<file path="config.mk">
export PLATFORM = sky130hd
export DESIGN_NAME = fifo_reader
export DESIGN_NICKNAME = d
export VERILOG_FILES = /design/src/rtl/fifo_reader_pkg.sv /design/src/rtl/fifo_reader_skid_buf2.sv /design/src/rtl/fifo_reader.sv
export SDC_FILE = /design/constraint.sdc
export NUM_CORES = 1
export LEC_CHECK = 0
export CORE_ASPECT_RATIO = 0.75
export CORE_MARGIN = 3
export CORE_UTILIZATION = 62
export CTS_CLUSTER_SIZE = 16
export DETAILED_ROUTE_END_ITERATION = 10
export DONT_BUFFER_PORTS = 1
export PLACE_DENSITY = 0.81
export SLEW_MARGIN = 20
export SYNTH_ARGS = -nofsm -noshare
export SYNTH_HDL_FRONTEND = slang
export SYNTH_HIERARCHICAL = 1
export SYNTH_SLANG_ARGS = --single-unit
</file>
<file path="constraint.sdc">
create_clock -name clk -period 3.15 [get_ports clk]
set_clock_uncertainty 0.15 [all_clocks]
set_input_delay 0.63 -clock clk [delete_from_list [all_inputs] [get_ports clk]]
set_output_delay 0.63 -clock clk [all_outputs]
set_load 0.03 [all_outputs]
</file>
<file path="src/rtl/fifo_reader_pkg.sv">
// Shared definitions for the FIFO read-side master.
// Data width, reader FSM encoding and the pop-issue credit check.
package fifo_reader_pkg;

   localparam int P2_WIDTH = 8;

   typedef enum logic [1:0] {
      RD_IDLE = 2'd0,
      RD_RUN  = 2'd1,
      RD_DONE = 2'd2
   } rd_state_e;

   // A pop may issue only if the skid buffer can absorb every word in flight.
   function automatic logic has_room(
      input logic [1:0] occ,
      input logic       inflight,
      input logic       pop_now
   );
      logic [2:0] need;
      logic [2:0] cap;
      need = {1'b0, occ} + {2'b00, inflight} + 3'd1;
      cap  = 3'd2 + {2'b00, pop_now};
      return need <= cap;
   endfunction

endpackage

</file>
<file path="src/rtl/fifo_reader_skid_buf2.sv">
// Two-entry register FIFO that absorbs the FIFO's registered read latency.
// Head entry is presented combinationally on rd_data.
module skid_buf2 #(
   parameter int WIDTH = 8
) (
   input  logic             clk,
   input  logic             rst_n,
   input  logic             wr_en,
   input  logic [WIDTH-1:0] wr_data,
   input  logic             rd_en,
   output logic [WIDTH-1:0] rd_data,
   output logic [1:0]       occ
);

   logic [WIDTH-1:0] mem [2];
   logic             wr_ptr;
   logic             rd_ptr;

   assign rd_data = mem[rd_ptr];

   always_ff @(posedge clk or negedge rst_n) begin
      if (!rst_n) begin
         mem[0] <= '0;
         mem[1] <= '0;
         wr_ptr <= 1'b0;
         rd_ptr <= 1'b0;
         occ    <= 2'd0;
      end else begin
         if (wr_en) begin
            mem[wr_ptr] <= wr_data;
            wr_ptr      <= ~wr_ptr;
         end
         if (rd_en) rd_ptr <= ~rd_ptr;
         unique case ({wr_en, rd_en})
            2'b10:   occ <= occ + 2'd1;
            2'b01:   occ <= occ - 2'd1;
            default: occ <= occ;
         endcase
      end
   end

   a_no_overflow: assert property (@(posedge clk) disable iff (!rst_n)
      !(wr_en && !rd_en && occ == 2'd2));
   a_no_underflow: assert property (@(posedge clk) disable iff (!rst_n)
      !(rd_en && occ == 2'd0));

endmodule

</file>
<file path="src/rtl/fifo_reader.sv">
// Read-side master: pops a commanded burst from the FIFO and streams it
// out on valid/ready, hiding the one-cycle read latency in a skid buffer.
module fifo_reader
   import fifo_reader_pkg::*;
#(
   parameter int WIDTH = P2_WIDTH,
   parameter int LEN_W = 8
) (
   input  logic             clk,
   input  logic             rst_n,
   input  logic             cmd_start,
   input  logic [LEN_W-1:0] cmd_len,
   output logic             busy,
   output logic             done,
   input  logic             fifo_is_empty,
   input  logic [WIDTH-1:0] fifo_data_out,
   output logic             fifo_en_read,
   output logic             out_valid,
   input  logic             out_ready,
   output logic [WIDTH-1:0] out_data
);

   rd_state_e        state;
   rd_state_e        state_nxt;
   logic [LEN_W-1:0] rem_issue;
   logic [LEN_W-1:0] rem_out;
   logic             inflight;
   logic             pop_now;
   logic [1:0]       occ;
   logic             accept;

   skid_buf2 #(.WIDTH(WIDTH)) u_skid (
      .clk     (clk),
      .rst_n   (rst_n),
      .wr_en   (inflight),
      .wr_data (fifo_data_out),
      .rd_en   (pop_now),
      .rd_data (out_data),
      .occ     (occ)
   );

   assign out_valid = (occ != 2'd0);
   assign pop_now   = out_valid & out_ready;
   assign busy      = (state == RD_RUN);
   assign done      = (state == RD_DONE);
   assign accept    = (state == RD_IDLE) & cmd_start;

   assign fifo_en_read = busy & ~fifo_is_empty
                       & (rem_issue != '0)
                       & has_room(occ, inflight, pop_now);

   always_comb begin
      state_nxt = state;
      unique case (state)
         RD_IDLE: begin
            if (cmd_start)
               state_nxt = (cmd_len == '0) ? RD_DONE : RD_RUN;
         end
         RD_RUN: begin
            if (pop_now && rem_out == LEN_W'(1))
               state_nxt = RD_DONE;
         end
         RD_DONE: state_nxt = RD_IDLE;
         default: state_nxt = RD_IDLE;
      endcase
   end

   always_ff @(posedge clk or negedge rst_n) begin
      if (!rst_n) begin
         state     <= RD_IDLE;
         rem_issue <= '0;
         rem_out   <= '0;
         inflight  <= 1'b0;
      end else begin
         state    <= state_nxt;
         inflight <= fifo_en_read;
         if (accept) begin
            rem_issue <= cmd_len;
            rem_out   <= cmd_len;
         end else begin
            if (fifo_en_read)
               rem_issue <= rem_issue - LEN_W'(1);
            if (pop_now && rem_out != '0)
               rem_out <= rem_out - LEN_W'(1);
         end
      end
   end

endmodule

</file>
[Word level (Yosys, flattened, before mapping)]
Index checks and enable logic that the tools add are counted.
Storage, ports and cells
  bits in registers: 39
  latch bits: 0
  RAM bits: 0
  ROM bits: 0
  input port bits: 21
  output and inout bits: 12
  word-level logic and storage cells: 64
  memories: 0
Cells by class
  add/sub/neg operators: 7
  multipliers: 0
  divide/modulo/power cells: 0
  $lt $le $gt $ge: 4
  eq/ne operators: 7
  shifts and indexed selects: 0
  multiplexer cells: 15
  bitwise gates (word level): 10
  reduce and logical (&&, ||, !) cells: 12
Operators with widths (count)
  $mux W8: 8
  $bwmux W16: 1
  $reduce_bool A8 Y1: 2
  $sub A8 B1 Y8 const B: 2
  $demux W8 S1: 1
  $eq A8 B1 Y1 const B: 1
  $logic_not A8 Y1: 1
  $pmux W2 S2: 2
  $reduce_bool A2 Y1: 4
  $mux W2: 3
  $and A1 B1 Y1: 5
  $eq A2 B1 Y1 const B: 2
  $eq A2 B2 Y1 const B: 2
  $ge A2 B2 Y1 const B: 2
  $not A1 Y2: 2
  $add A2 B1 Y3: 1
  $add A2 B1 Y3 const A: 1
  $add A3 B1 Y3 const B: 1
  $le A3 B3 Y1: 1
  $logic_and A1 B1 Y1: 3
  $not A1 Y1: 3
  $add A2 B1 Y2 const B: 1
  $logic_not A2 Y1: 1
  $lt A2 B1 Y1 const B: 1
  other kinds (4): 4

[Depth between registers and ports, before layout]
Gate-level depths: netlist (run 1).
  depth after elaboration: 7
  depth in mapped cells: 10

[Modules after synthesis]
Netlist (run 1), hierarchy kept.
By module, submodules not included
  fifo_reader: instances 1, cells each 140, area an instance 1233.7 um^2, seq. area each 475.5 um^2
  skid_buf2: instances 1, cells each 55, area an instance 857.1 um^2, seq. area each 500.5 um^2

[Worst setup path after synthesis (run 1)]
Ideal clock, no wire load.
  path kind: register -> output
  start point: reg u_skid.occ[0]
  end point: out fifo_en_read
  arrival: 1.863 ns
  required time: 2.370 ns
  path slack: 0.507 ns
  cell stages (with the launch flop): 8
  buffers on the path: 0
  cells stage by stage: dfrtp_1 o21ai_0 inv_1 ha_1 nor3b_1 nor4_1 nand2_2 inv_2
On the way
  longest elaborated chain between the ends: 5
  elaborated cells between the ends (all ways): 7
  classes of those cells: add/sub (3); order compare (1); bitwise (2); reduce/logical (1)
Ends and longest elaborated chain
  start: declaration: line fifo_reader_skid_buf2.sv:12  | output logic [1:0] occ
  start signal: assignment: line fifo_reader_skid_buf2.sv:35  | 2'b10: occ <= occ + 2'd1;
  start signal: assignment: line fifo_reader_skid_buf2.sv:36  | 2'b01: occ <= occ - 2'd1;
  $reduce_bool A2 Y1: line fifo_reader.sv:42  | assign out_valid = (occ != 2'd0);
  $and A1 B1 Y1: line fifo_reader.sv:43  | assign pop_now = out_valid & out_ready;
  net pop_now: line fifo_reader.sv:28  | logic pop_now;
  $add A2 B1 Y3: line fifo_reader_pkg.sv:22  | cap = 3'd2 + {2'b00, pop_now};
  $le A3 B3 Y1: line fifo_reader_pkg.sv:23  | return need <= cap;
  $and A1 B1 Y1: line fifo_reader.sv:50  | & has_room(occ, inflight, pop_now);
  end: declaration: line fifo_reader.sv:17  | output logic fifo_en_read,
The timed path passes the listed nets, and every way through them passes these cells.

[Final worst setup path (run 1)]
Same ends and word-level chain as after synthesis.

==> metrics, run 1 <==
outcome finished clean; initial antenna violation count 0; Yosys warning count 6; I/O Buffers 0; CTS tree built; Starting Density 67.8%; top-area cell type share of the netlist area 46.7%; Routed WL 4.36 mm; pwr dens 1130 nW/um^2; total track usage 23.5%; fmax 333 MHz; via count 1508; Sw Share 43.9%; CTS sink cnt 39; drt pass-1 iters 5; Final Util 71.5%; most numerous cell in the Yosys netlist dfrtp_1; # IOs 33; DP HPWL 3.28 mm; Power Internal 1.39 mW; Async SR Flop Fraction 100%; Leakage Power 0.960 nW; FF-to-FF setup slack 0.47 ns; GP Congestion 0.871; Via density 6.42; Root Driver clkbuf_8; layout net count 228; logic gate share of total power 48.7%; DRT antenna net count 0; clock share of power 12.2%; Least-Margin Pin Slew 0.862 ns; Synth Cell Area 2090 um^2; Data required, critical path 2.37 ns; worst hold-check path type input pin to async pin; ys flop type dfrtp_1; grt met1 use 33.2%; Worst Reg-to-Reg Cells 9; Reg clk slew, reported paths 0.07 ns; Syn Inst Count 195; CP endpoint kind output pin; startpoint class of the critical path flop; register area share after synthesis 46.7%; FILL cells 215; Max Buffers Root-to-Sink 2; grt total ovfl 0; CP max FO 12; H-tree Lvls 2; Area growth syn-to-layout 5.45%; syn_area_per_cell 10.7 um^2; Synth area leader dfrtp_1; pre-CTS setup slack 0.355 ns; total power 2.48 mW; max cap viols 0; final routed DRC violation total 0; gr busiest metal met2; fin crit share 95.3%; die height 56.3 um; worst reg2reg startpoint u_skid/occ[0]; Setup CP Type flop to output pin; maximum vdd ir drop 0.000611 V; DR WL/cell 18.5 um; Worst R2R End rem_issue[3]; final count of pins violating max slew 0; largest net degree at the start of global routing 40; first-pass GRT wire length 7.40 mm; met2 GRT Util 34.9%; Sequential Area 976 um^2; synth cell count leaders 39 x dfrtp_1, 24 x mux2_2, 13 x nor2_1; # Post-CTS Setup Buffers 0; fin crit period 3.00 ns; final-report hold violation count 0; final instance area 2200 um^2; met3 Resource Use GR 6.80%; CP endpoint fifo_en_read; latest clock arrival within the worst-skew pair 0.29 ns; Setup Viol. Count Final 0; Worst EP arrival 2.22 ns; distinct cell type count after synthesis 41; Multi-input gate area 1040 um^2; Synth Register Bits 39; switching power 1.09 mW; top post-synthesis cells by area dfrtp_1 47%, mux2_2 13%, ha_1 5.4%; Cell Area, Placed 2110 um^2; core box area 3080 um^2; relative slew slack 42.0%; RSZ-0062 raised after global routing no; CTS Buf Count 5; final-layout worst hold slack 0.0253 ns; share of power burned in registers 39.1%; layout cells sized above 1 20.8%; Net Count, Synth 225; final setup TNS 0 ns; placed cells 228; Rows 17; number of global-route vias before repair 1509; initial DRC count 104; # diodes 0; Post-synth EDFFs 0; chip width 73.1 um; final cell count without fillers 235; post-layout worst setup margin 0.147 ns; Die Area 4110 um^2; critical path startpoint u_skid/occ[0]
==> how the worst min path moves through the flow <==
stage          slack [ns]  cells past startpoint  startpoint            end
6_report             0.03                      1       rst_n  u_skid/rd_ptr
5_1_grt              0.03                      1       rst_n   rem_issue[3]
4_1_cts              0.03                      1       rst_n       state[0]
3_5_place_dp         0.19                      0       rst_n  u_skid/mem[2]
3_3_place_gp         0.19                      0       rst_n  u_skid/mem[7]
2_1_floorplan        0.18                      0       rst_n       inflight
==> power groups by stage <==
stage | combinational, mW | sequential [mW] | clock, mW
after detailed placement | 1.18 | 0.973 | 0
after floorplan | 1.06 | 0.886 | 0
final | 1.21 | 0.972 | 0.302
after global routing | 1.33 | 1.01 | 0.336
after global placement | 1.12 | 0.945 | 0
after CTS | 1.20 | 0.965 | 0.310
==> flip-flops by register name, summed over array words and instances, names as in the netlist <==
register	cells
u_skid/occ	2
u_skid/wr_ptr	1
u_skid/mem	16
rem_issue	8
inflight	1
rem_out	8
state	2
u_skid/rd_ptr	1
==> kinds of logic (layout without fill, tap and decap cells) <==
logic type | after synthesis | after routing | share of synthesized area [%]
muxes | 27 | 27 | 14.4
and+or+nand+nor | 58 | 58 | 15.3
DFF | 39 | 39 | 46.7
AOI/OAI and AO/OA | 36 | 36 | 10.8
xor gates and xnor gates | 8 | 8 | 3.35
adders and majority gates | 9 | 9 | 5.39
buffers and inverters | 18 | 20 | 4.07
==> cell type report <==
class / instances / share of cell area, %
inverters: 12 / 2.04
multi-input cells: 138 / 47.0
flip-flops and latches: 39 / 44.3
repair buffers: 2 / 1.25
well taps: 38 / 2.16
clock buffers: 6 / 3.29
==> layer usage <==
layer,up-vias,share of wire (%)
met5,-,0
met2,62,46
met4,0,1.7
li1,703,-
met3,9,7.4
met1,734,45
==> cell usage in the layout (no fill, tap or decap), types with 2 or more instances in the layout <==
| cell type | n |
|---|---|
| ha_1 | 9 |
| o211ai_1 | 3 |
| a221o_1 | 3 |
| nand3b_1 | 2 |
| or4_1 | 3 |
| nand2b_1 | 3 |
| and3_1 | 2 |
| inv_2 | 2 |
| nand3_1 | 4 |
| nand2_2 | 2 |
| dfrtp_1 | 39 |
| a21o_1 | 3 |
| clkbuf_8 | 5 |
| o41ai_1 | 2 |
| nor2_1 | 13 |
| a21oi_1 | 8 |
| xor2_1 | 4 |
| nor4_1 | 3 |
| inv_1 | 10 |
| o21ai_1 | 3 |
| nor3_1 | 4 |
| o21ai_0 | 10 |
| mux2i_1 | 3 |
| nand2_1 | 11 |
| xnor2_1 | 4 |
| mux2_2 | 24 |
| a31oi_1 | 2 |
==> critical path, stage by stage, from the launching register on <==
cell	delay, ns
dfrtp_1	0.43
o21ai_0	0.29
inv_1	0.14
ha_1	0.31
nor3b_1	0.30
nor4_2	0.09
nand2_2	0.21
inv_2	0.16
==> repair_timing <==
action	4_1_cts	5_1_grt
hold buffers	1	0
endpoints found under the hold margin	39	0
endpoints found under the setup margin	0	1
gates resized for setup	0	1
No activity file was read; power rests on OpenSTA's default activity.
==> inputs of run 2 (changes only) <==
MAX_ROUTING_LAYER = met4   (was not set)
==> metrics, run 2 (synthesis results as in run 1) <==
outcome finished clean; final count of pins violating max slew 0 (unchanged); CTS sink cnt 39 (unchanged); final routed DRC violation total 0 (unchanged); chip width 73.1 um (unchanged); pwr dens 1130 nW/um^2 (+0.65%); grt total ovfl 0 (unchanged); Setup Viol. Count Final 0 (unchanged); most common cell after layout, fill and taps aside dfrtp_1; H-tree Lvls 2 (unchanged); fin crit share 91.1% (-4.3 points); CP max FO 12 (unchanged); RSZ-0062 raised after global routing no; met1 WL 1.94 mm (-0.41%); Via density 6.21 (-3.2%); largest net degree at the start of global routing 40 (unchanged); Power Internal 1.45 mW (+3.7%); final setup TNS 0 ns (unchanged); core box area 3080 um^2 (unchanged); Rows 17 (unchanged); DRT antenna net count 0 (unchanged); Starting Density 67.8% (unchanged); GP Congestion 0.889 (+2.0%); Leakage Power 0.975 nW (+1.5%); relative slew slack 37.5% (-4.4 points); Setup CP Type flop to output pin; final cell count without fillers 237 (+0.85%); DR WL/cell 18.1 um (-2.5%); total track usage 23.3% (-0.19 points); final instance area 2230 um^2 (+1.2%); number of global-route vias before repair 1486 (-1.5%); drt pass-1 iters 5 (unchanged); startpoint class of the critical path flop; latest clock arrival within the worst-skew pair 0.29 ns (about the same); worst hold-check path type input pin to async pin; final-report hold violation count 0 (unchanged); switching power 1.09 mW (-0.42%); pre-CTS setup slack 0.334 ns (-0.0214 ns); most frequent cells in the layout 39 x dfrtp_1, 24 x mux2_2, 13 x nor2_1, 11 x nand2_1, 10 x inv_1; FILL cells 214 (-0.47%); total power 2.53 mW (+1.9%); clock share of power 14.4% (+2.2 points); initial antenna violation count 0 (unchanged); Sw Share 42.9% (-1.0 points); Area growth syn-to-layout 6.76%; layout net count 228 (unchanged); highest routed metal layer met4; Die Area 4110 um^2 (unchanged); CTS Buf Count 5 (unchanged); metal3 WL 335 um (+4.0%); Root Driver clkbuf_8; placed cells 228 (unchanged); # IOs 33 (unchanged); Largest regs u_skid/mem (16), rem_issue (8), rem_out (8); layout cells sized above 1 21.6% (+0.80 points); # diodes 0 (unchanged); fin crit period 2.87 ns (-0.134 ns); Largest Register u_skid/mem; Cell Area, Placed 2110 um^2 (unchanged); initial DRC count 89 (-14%); CTS tree built; Least-Margin Pin Slew 0.928 ns (+0.0661 ns); die height 56.3 um (unchanged); share of power burned in registers 38.3% (-0.8 points); Max Buffers Root-to-Sink 2 (unchanged); DP HPWL 3.21 mm (-2.2%); Routed WL 4.29 mm (-1.6%); max cap viols 0 (unchanged); max reg flops 16 (unchanged); via count 1472 (-2.4%); Reg clk slew, reported paths 0.07 ns (about the same); Data required, critical path 2.37 ns (about the same); # Post-CTS Setup Buffers 0 (unchanged); CP endpoint kind output pin; fmax 349 MHz (+4.7%); post-layout worst setup margin 0.281 ns (+0.134 ns); first-pass GRT wire length 7.18 mm (-3.0%); I/O Buffers 0 (unchanged); logic gate share of total power 47.3% (-1.4 points); Worst Reg-to-Reg Cells 9 (unchanged); met2 routed WL 1.98 mm (-1.3%); Worst EP arrival 2.09 ns (-0.13 ns); maximum vdd ir drop 0.000606 V (-0.95%)
==> run 2: changes by cell type in the layout (fill, tap and decap cells not counted), sizes merged <==
cell    before  now
clkbuf       6    8
==> run 2: final timing paths <==
check                              start            end  slack [ns]
setup / recovery           u_skid/occ[0]   fifo_en_read        0.28
hold / removal                     rst_n  u_skid/mem[7]        0.02
setup reg to reg           u_skid/occ[0]   rem_issue[3]        0.60
hold reg to reg                 state[1]       state[1]        0.31
max in group asynchronous          rst_n  u_skid/mem[9]        2.64
min in group clk                state[1]       state[1]        0.31
==> run 2: area by class of cell <==
class / instances / area, um^2 / area share, %
tap: 38 / 47.5 / 2.13
inverter: 12 / 45.0 / 2.02
sequential: 39 / 976 / 43.7
clock buffer: 8 / 100 / 4.48
multi-input combinational: 138 / 1040 / 46.4
timing repair buffer: 2 / 27.5 / 1.23
==> run 2: critical path, stage by stage (launching register included) <==
cell     delay [ns]
dfrtp_1        0.43
o21ai_1        0.23
inv_1          0.12
ha_1           0.30
nor3b_1        0.28
nor4_2         0.09
nand2_2        0.20
inv_2          0.16
==> run 2: metal layers <==
| layer | vias to the layer above | GRT usage (%) |
|---|---|---|
| li1 | 706 | - |
| met1 | 698 | 31.8 |
| met2 | 62 | 33.6 |
| met3 | 6 | 6.26 |
| met4 | 0 | 7.89 |
| met5 | - | - |
==> run 2: repair_timing <==
| action | in CTS | in global routing |
|---|---|---|
| endpoints found under the hold margin | 39 | 0 |
| gates resized for setup | 0 | 2 |
| endpoints found under the setup margin | 0 | 1 |
| hold buffers | 1 | 0 |
==> run 2: power groups by stage <==
stage	Combinational (mW)	Sequential (mW)	Clock [mW]
6_report	1.20	0.970	0.363
5_1_grt	1.32	1.01	0.393
4_1_cts	1.19	0.965	0.372
3_5_place_dp	1.17	0.971	0
3_3_place_gp	1.12	0.946	0
2_1_floorplan	1.06	0.886	0
==> run 2: through the flow <==
| stage | utilization [%] | hold slack [ns] |
|---|---|---|
| 6_report | 72.4 | 0.0188 |
| 5_1_grt | 72.4 | 0.0236 |
| 4_1_cts | 72.2 | 0.0240 |
| 3_5_place_dp | 68.3 | 0.185 |
| 3_3_place_gp | 68.3 | 0.185 |
| 2_1_floorplan | - | 0.184 |
==> inputs of run 3 (changes only) <==
GPL_TIMING_DRIVEN = 0   (was not set)
PLACE_DENSITY = 0.78   (was 0.81)
==> metrics, run 3 (synthesis results as in run 1) <==
latest clock arrival within the worst-skew pair 0.30 ns (about the same); # IOs 33 (unchanged); Sw Share 43.2% (+0.32 points); final count of pins violating max slew 0 (unchanged); Largest Register u_skid/mem; Root Driver clkbuf_8; initial DRC count 90 (+1.1%); Setup CP Type flop to output pin; share of power burned in registers 37.2% (-1.1 points); DR WL/cell 17.8 um (-1.7%); final-report hold violation count 0 (unchanged); CTS sink cnt 39 (unchanged); drt pass-1 iters 4 (-1); final instance area 2250 um^2 (+0.78%); total power 2.52 mW (-0.34%); # diodes 0 (unchanged); CTS tree built; Largest regs u_skid/mem (16), rem_issue (8), rem_out (8); Via density 6.31 (+1.6%); final setup TNS 0 ns (unchanged); initial antenna violation count 0 (unchanged); Die Area 4110 um^2 (unchanged); worst reg2reg startpoint u_skid/occ[0]; logic gate share of total power 49.9% (+2.6 points); final routed DRC violation total 0 (unchanged); pwr dens 1120 nW/um^2 (-1.1%); H-tree Lvls 2 (unchanged); Max Buffers Root-to-Sink 2 (unchanged); Cell Area, Placed 2140 um^2 (+1.5%); number of buffers and inverters on the critical path 2 (unchanged); fin crit share 93.6% (+2.5 points); Reg clk slew, reported paths 0.07 ns (about the same); outcome finished clean; RSZ-0062 raised after global routing no; startpoint class of the critical path flop; die height 56.3 um (unchanged); max cap viols 0 (unchanged); Data required, critical path 2.37 ns (about the same); DRT antenna net count 0 (unchanged); number of global-route vias before repair 1593 (+7.2%); core box area 3080 um^2 (unchanged); slowest stage delay, CP 0.45 ns (+0.02 ns); switching power 1.09 mW (+0.40%); Leakage Power 0.983 nW (+0.89%); Starting Density 67.8% (unchanged); Worst EP arrival 2.17 ns (+0.08 ns); largest net degree at the start of global routing 40 (unchanged); chip width 73.1 um (unchanged); CP delay by family, top simple AND/OR/NAND/NOR gates; final-layout worst hold slack 0.0104 ns (-0.00840 ns); relative slew slack 47.9% (+10 points); I/O Buffers 0 (unchanged); total track usage 24.7% (+1.4 points); Area growth syn-to-layout 7.60%; layout cells sized above 1 22.5% (+0.94 points); CP endpoint kind output pin; first-pass GRT wire length 7.51 mm (+4.5%); most common cell after layout, fill and taps aside dfrtp_1; Crit-path slowest cell dfrtp_1; GP Congestion 0.888 (about the same); crit-path cells o21ai_2 > inv_1 > ha_1 > nor3b_1 > nor4_2 > nand2_2 > inv_2; clock share of power 12.8% (-1.6 points); CP max FO 6 (-6); fin crit period 2.95 ns (+0.0790 ns); Routed WL 4.30 mm (+0.40%); fmax 339 MHz (-2.7%); Setup Viol. Count Final 0 (unchanged); Least-Margin Pin Slew 0.774 ns (-0.154 ns); maximum vdd ir drop 0.000790 V (+30%); Power Internal 1.43 mW (-0.90%); worst hold-check path type input pin to async pin; via count 1527 (+3.7%); Rows 17 (unchanged); max reg flops 16 (unchanged); layout net count 233 (+2.2%); grt total ovfl 0 (unchanged); CTS Buf Count 5 (unchanged); DP HPWL 3.29 mm (+2.8%); # Post-CTS Setup Buffers 0 (unchanged); most frequent cells in the layout 39 x dfrtp_1, 24 x mux2_2, 13 x nor2_1, 11 x nand2_1, 10 x inv_1; critical path startpoint u_skid/occ[0]
==> run 3: changes by cell type in the layout (fill, tap and decap cells not counted), sizes merged <==
cell / change
buf: +3
clkbuf: +1
clkinv: +1
==> run 3: through the flow <==
stage	util (%)	std cells	worst slack, ns
after global placement	69.3	233	0.114
after global routing	72.9	242	0.0348
after floorplan	-	195	0.507
final	72.9	242	0.202
after detailed placement	69.3	233	-0.0520
after CTS	72.7	242	0.0881
==> run 3: final timing paths <==
path                            cells past startpoint  slack (ns)           end
min in group clk                                    1        0.32  rem_issue[2]
worst min register to register                      1        0.32      state[1]
worst max register to register                      8        0.34  rem_issue[7]
worst max-delay path                                7        0.20  fifo_en_read
worst min-delay path                                1        0.01    rem_out[2]
max in group asynchronous                           1        2.64  rem_issue[3]
==> run 3: cell type report <==
class	count	area, um^2
Tap cell	38	47.5
Fill cell	235	835
Clock buffer	7	76.3
Clock inverter	1	5.00
Inverter	12	45.0
Buffer	6	40.0
Sequential cell	39	976
Multi-Input combinational cell	138	1040
Timing Repair Buffer	1	20.0
==> run 3: what timing repair did <==
action | CTS | global route
hold buffers | 1 | 0
setup endpoints to repair | 3 | 1
cloned | 0 | 0
resized for setup | 2 | 1
hold endpoints to repair | 39 | 0
==> run 3: layer usage <==
metal	wire length, um	vias up	track usage (%)
met5	0	-	-
met2	2100	51	37.3
met1	1810	751	31.3
met4	58	0	8.95
met3	340	8	7.51
li1	-	717	-
==> run 3: power by group through the flow <==
| stage | Sequential [mW] | Clock, mW | Combinational, mW |
|---|---|---|---|
| after floorplan | 0.886 | 0 | 1.06 |
| after global placement | 0.917 | 0 | 1.19 |
| after detailed placement | 0.942 | 0 | 1.23 |
| after CTS | 0.937 | 0.333 | 1.26 |
| after global routing | 0.976 | 0.363 | 1.39 |
| final | 0.939 | 0.323 | 1.26 |
==> variant 1: new RTL, config.mk and constraints of run 3 <==
Make the reset (`rst_n`) synchronous in 2 clocked blocks.
--- a/src/rtl/fifo_reader_skid_buf2.sv
+++ b/src/rtl/fifo_reader_skid_buf2.sv
@@ -18,7 +18,7 @@
 
    assign rd_data = mem[rd_ptr];
 
-   always_ff @(posedge clk or negedge rst_n) begin
+   always_ff @(posedge clk) begin
       if (!rst_n) begin
          mem[0] <= '0;
          mem[1] <= '0;
--- a/src/rtl/fifo_reader.sv
+++ b/src/rtl/fifo_reader.sv
@@ -65,7 +65,7 @@
       endcase
    end
 
-   always_ff @(posedge clk or negedge rst_n) begin
+   always_ff @(posedge clk) begin
       if (!rst_n) begin
          state     <= RD_IDLE;
          rem_issue <= '0;
Function: differs if rst_n is asserted again (counterexample within 4 cycles, from zero or initial values and one cycle with rst_n low); with rst_n held inactive, the same outputs for 10 cycles.
==> variant 1 against run 3 <==
Setup slack got worse by 3.3 ps. Design area is 1.0% lower. Count of clock-buffer cells in the layout did not move. Global-route usage decreased by 1.0 points. Routed wire length grew 1.4%. Final cell count up 9.1%. Synthesized cell count up 11%. Die area is 0.71% lower. Critical endpoint unchanged. Sequential cell count rose by 1. Area after synthesis decreased by 0.78%.
Power is not compared: it rests on default switching activity, and its combinational part moved more than twofold at a synthesized area within 25%.
==> variant 1: results <==
group,metric,value,unit
final_layout,n_antenna_cell,0,
place,dp_slack,55.6,ps
routing,vias,1584,
global_route,grt_antenna_before_repair,0,
clock_network,clockBufferDepth,2,
power_and_ir_drop,p_leak,0.846,nW
global_route,grt_usage,23.7,%
place,gp_congestion,0.836,
final_layout,reg_top3,"u_skid/mem: 16 flops, rem_issue: 8 flops, rem_out: 8 flops",
global_route,grt_first_pass_wirelength,7210,µm
yosys,synth_edf_count,16,
power_and_ir_drop,peakVddDrop,0.000403,V
clock_network,numCtsBuffers,5,
yosys,ys_types,44,
routing,wire_per_inst,16.5,µm
power_and_ir_drop,powerComb,0.279,mW
place,io_buffer_count,0,
critical_path,crit_arrival,2170,ps
global_route,grt_use_met2,34.6,%
yosys,postSynth.asyncResetShare,0,%
clock_network,cts_root_buffer,"clkbuf_8",
global_route,grt_max_degree,13,
routing,drt_iter0_drc,119,
routing,firstDrtPassIters,4,
power_and_ir_drop,swShare,30.5,%
timing,relSlewSlack,47.7,%
final_layout,nets,255,
clock_network,path_clk_slew,70,ps
final_layout,fill_cells,234,
run_status,outcome,"completed",
yosys,synthTopCellsByCount,"30 x nor2_1, 24 x dfxtp_1, 23 x nand2_1",
yosys,yosysWarnings,6,
routing,detail-route-antenna-nets,0,
yosys,ys.flop_type,"dfxtp_1",
critical_path,cp_slowest_cell,"dfxtp_1",
critical_path,critical_path.max_stage_delay,450,ps
clock_network,h-tree-depth,2,
place,dpl.hpwl,3370,µm
power_and_ir_drop,power_frac_clock,28.3,%
critical_path,crit_family,"simple AND/OR/NAND/NOR gates",
global_route,grt_pass1_vias,1489,
final_layout,final_layout_size_suffix_gt1_share,15.0,%
yosys,syn_nets,247,
critical_path,crit_fanout,5,
global_route,use_met1,32.3,%
yosys,synth_area_leaders,"dfxtp_1 23%, edfxtp_1 23%, mux2_2 6.0%",
worst_hold_path,holdCritPathClass,"input port to flip-flop",
yosys,synth_seq_area_share,46.3,%
global_route,grtUsageMet3,6.14,%
clock_network,insertion_delay,290,ps
## variant 1: cell count changes in the layout (fill, tap and decap cells not counted), sizes merged, moves of 6 or more
cell    delta
a21oi      +6
dfrtp     -39
dfxtp     +24
edfxtp    +16
mux2      -13
nand2     +12
nor2      +16
## variant 1: repair_timing
item,in CTS,in global routing
pin swaps,0,1
hold buffers,0,0
gates resized for setup,2,1
hold endpoints to repair,0,0
buffers inserted,0,1
setup endpoints to repair,1,1
## variant 1: final timing paths
| kind | start | to | slack (ps) | depth (start not counted) |
|---|---|---|---|---|
| max | u_skid/occ[0] | fifo_en_read | 200 | 7 |
| max reg2reg | u_skid/occ[0] | rem_issue[3] | 560 | 9 |
| min | rst_n | flip-flop | 310 | 1 |
| min reg2reg | u_skid/wr_ptr | u_skid/wr_ptr | 340 | 2 |
## variant 1: layout make-up
cell class	instances	area, µm²	share of cell area (%)
multi-input combinational	156	1010	45.6
clock buffer	7	86.3	3.88
tap	38	47.5	2.13
buffer	7	50.0	2.25
timing repair buffer	1	7.51	0.337
sequential	40	961	43.1
inverter	14	52.6	2.36
clock inverter	1	7.51	0.337
## variant 1: per-stage QoR
step / total power, mW / instances
CTS: 1.25 / 263
global route: 1.31 / 264
floorplan: 0.843 / 217
global placement: 0.882 / 255
detailed placement: 0.898 / 255
finish: 1.24 / 264
## variant 1: metal layers
layer	share of wire, %	up-vias
li1	-	778
met1	44	757
met2	48	44
met3	6.9	5
met4	0.96	0
met5	0	-
## variant 1: cells by family after synthesis
family	Yosys count	synth area share, %
XOR/XNOR	10	4.22
flip-flops	40	46.3
AO/OA/AOI/OAI	39	11.6
multiplexers	11	5.97
AND/OR/NAND/NOR	87	21.5
adder cells (fa/ha/maj)	9	5.43
buffers and inverters	21	4.95
==> variant 2: new RTL, flow settings as in run 3 <==
Without the edit above. Change the package constant `P2_WIDTH` from 8 to 7.
--- a/src/rtl/fifo_reader_pkg.sv
+++ b/src/rtl/fifo_reader_pkg.sv
@@ -2,7 +2,7 @@
 // Data width, reader FSM encoding and the pop-issue credit check.
 package fifo_reader_pkg;
 
-   localparam int P2_WIDTH = 8;
+   localparam int P2_WIDTH = 7;
 
    typedef enum logic [1:0] {
       RD_IDLE = 2'd0,
Interface: changed (resized fifo_data_out and out_data); port bits go from 33 to 31. The function was not compared with the original's and may differ.
==> variant 2 against run 3 <==
Non-clock buffer count stayed put. Final cell count down 2.1%. Power rose by 0.51%. Setup slack better by 47 ps. Routed wire length down 2.7%. Area after synthesis shrank 4.0%. Count of clock-buffer cells in the layout fell by 1. Utilization is essentially flat. Sequential cell count shrank 2. Global-route usage is 0.45 points lower. Design area decreased by 2.0%. Register-to-register slack better by 130 ps. Highest routed layer unchanged.
==> variant 2: results <==
group,metric,value,unit
critical_path,crit_arrival,2120,ps
final_layout,n_antenna_cell,0,
global_route,grt_first_pass_wirelength,7280,µm
clock_network,path_clk_slew,80,ps
clock_network,hold_buffers,1,
clock_network,clockBufferDepth,2,
place,dpl.hpwl,3130,µm
critical_path,crit_family,"simple AND/OR/NAND/NOR gates",
critical_path,worstSetupPathType,"flip-flop to output pin",
yosys,synth_seq_area_share,46.1,%
clock_network,numCtsBuffers,5,
yosys,synth.area.mux_share,13.3,%
place,place_area,2050,µm²
global_route,gr-total-overflow,0,
final_layout,fin_cells,237,
yosys,syn_inst,190,
clock_network,cts_root_buffer,"clkbuf_8",
global_route,grt_usage,24.3,%
critical_path,crit-reg2reg-launch,"u_skid/occ[0]",
power_and_ir_drop,peakVddDrop,0.000727,V
yosys,postSynth.asyncResetShare,100,%
global_route,grt_use_met2,37.6,%
clock_network,insertion_delay,290,ps
yosys,synthXorXnorAreaFrac,3.49,%
global_route,grt_max_degree,38,
critical_path,regToRegSetupSlack,470,ps
routing,firstDrtPassIters,4,
yosys,synth_compound_area_share,11.3,%
place,gp_congestion,0.784,
yosys,syn_nets,219,
place,io_buffer_count,0,
clock_network,cts_resized,1,
critical_path,r2r-end,"rem_issue[7]",
yosys,ys_types,41,
routing,drt_iter0_drc,31,
worst_hold_path,holdCritPathClass,"input port to async pin",
yosys,yosysWarnings,6,
global_route,grtUsageMet3,5.64,%
critical_path,critical_path.max_stage_delay,440,ps
global_route,use_met1,32.4,%
yosys,synthTopCellsByCount,"37 x dfrtp_1, 21 x mux2_2, 13 x nor2_1",
global_route,grt_pass1_vias,1517,
critical_path,endpoint,"fifo_en_read",
routing,vias_per_cell,6.08,
final_layout,nets,227,
power_and_ir_drop,p_leak,0.963,nW
global_route,grt_antenna_before_repair,0,
critical_path,crit_fanout,6,
critical_path,r2r_cells,8,
critical_path,cp_slowest_cell,"dfrtp_1",
timing,tightestPinTransition,712,ps
final_layout,reg_top3,"u_skid/mem: 14 flops, rem_issue: 8 flops, rem_out: 8 flops",
routing,wl,4190,µm
clock_network,postCtsSetupBuffers,0,
yosys,synth_area_leaders,"dfrtp_1 46%, mux2_2 12%, ha_1 5.6%",
timing,finalWorstSetupSlack,250,ps
final_layout,final_layout_size_suffix_gt1_share,22.6,%
yosys,synthAdderAreaFrac,5.61,%
place,dp_slack,125,ps
run_status,outcome,"completed",
## variant 2: cell types whose count changed after synthesis, sizes merged
cell	run 3	this run
mux2	24	21
dfrtp	39	37
## variant 2: layout make-up
cell class                 instances  area [µm²]
clock buffer                       6        82.6
sequential                        37         926
fill                             207         816
timing repair buffer               1        20.0
tap                               38        47.5
multi-input combinational        135        1010
buffer                             6        40.0
clock inverter                     2        37.5
inverter                          12        45.0
## variant 2: worst min path at each step
stage	startpoint	endpoint	slack (ps)
after floorplan	rst_n	inflight	180
after global placement	rst_n	u_skid/occ[0]	190
after detailed placement	rst_n	u_skid/mem[2]	190
after CTS	rst_n	u_skid/mem[12]	20
after global routing	rst_n	u_skid/mem[5]	10
final	rst_n	u_skid/mem[5]	20
## variant 2: report_power, final
part	switching [mW]	internal [mW]
Clock	0.170	0.257
Sequential	0.183	0.705
Combinational	0.708	0.512
Total	1.06	1.47
## variant 2: routing by layer
metal  wire [µm]  vias up
li1            -      695
met4          26        0
met5           0        -
met3         198        5
met2        2020       30
met1        1940      712
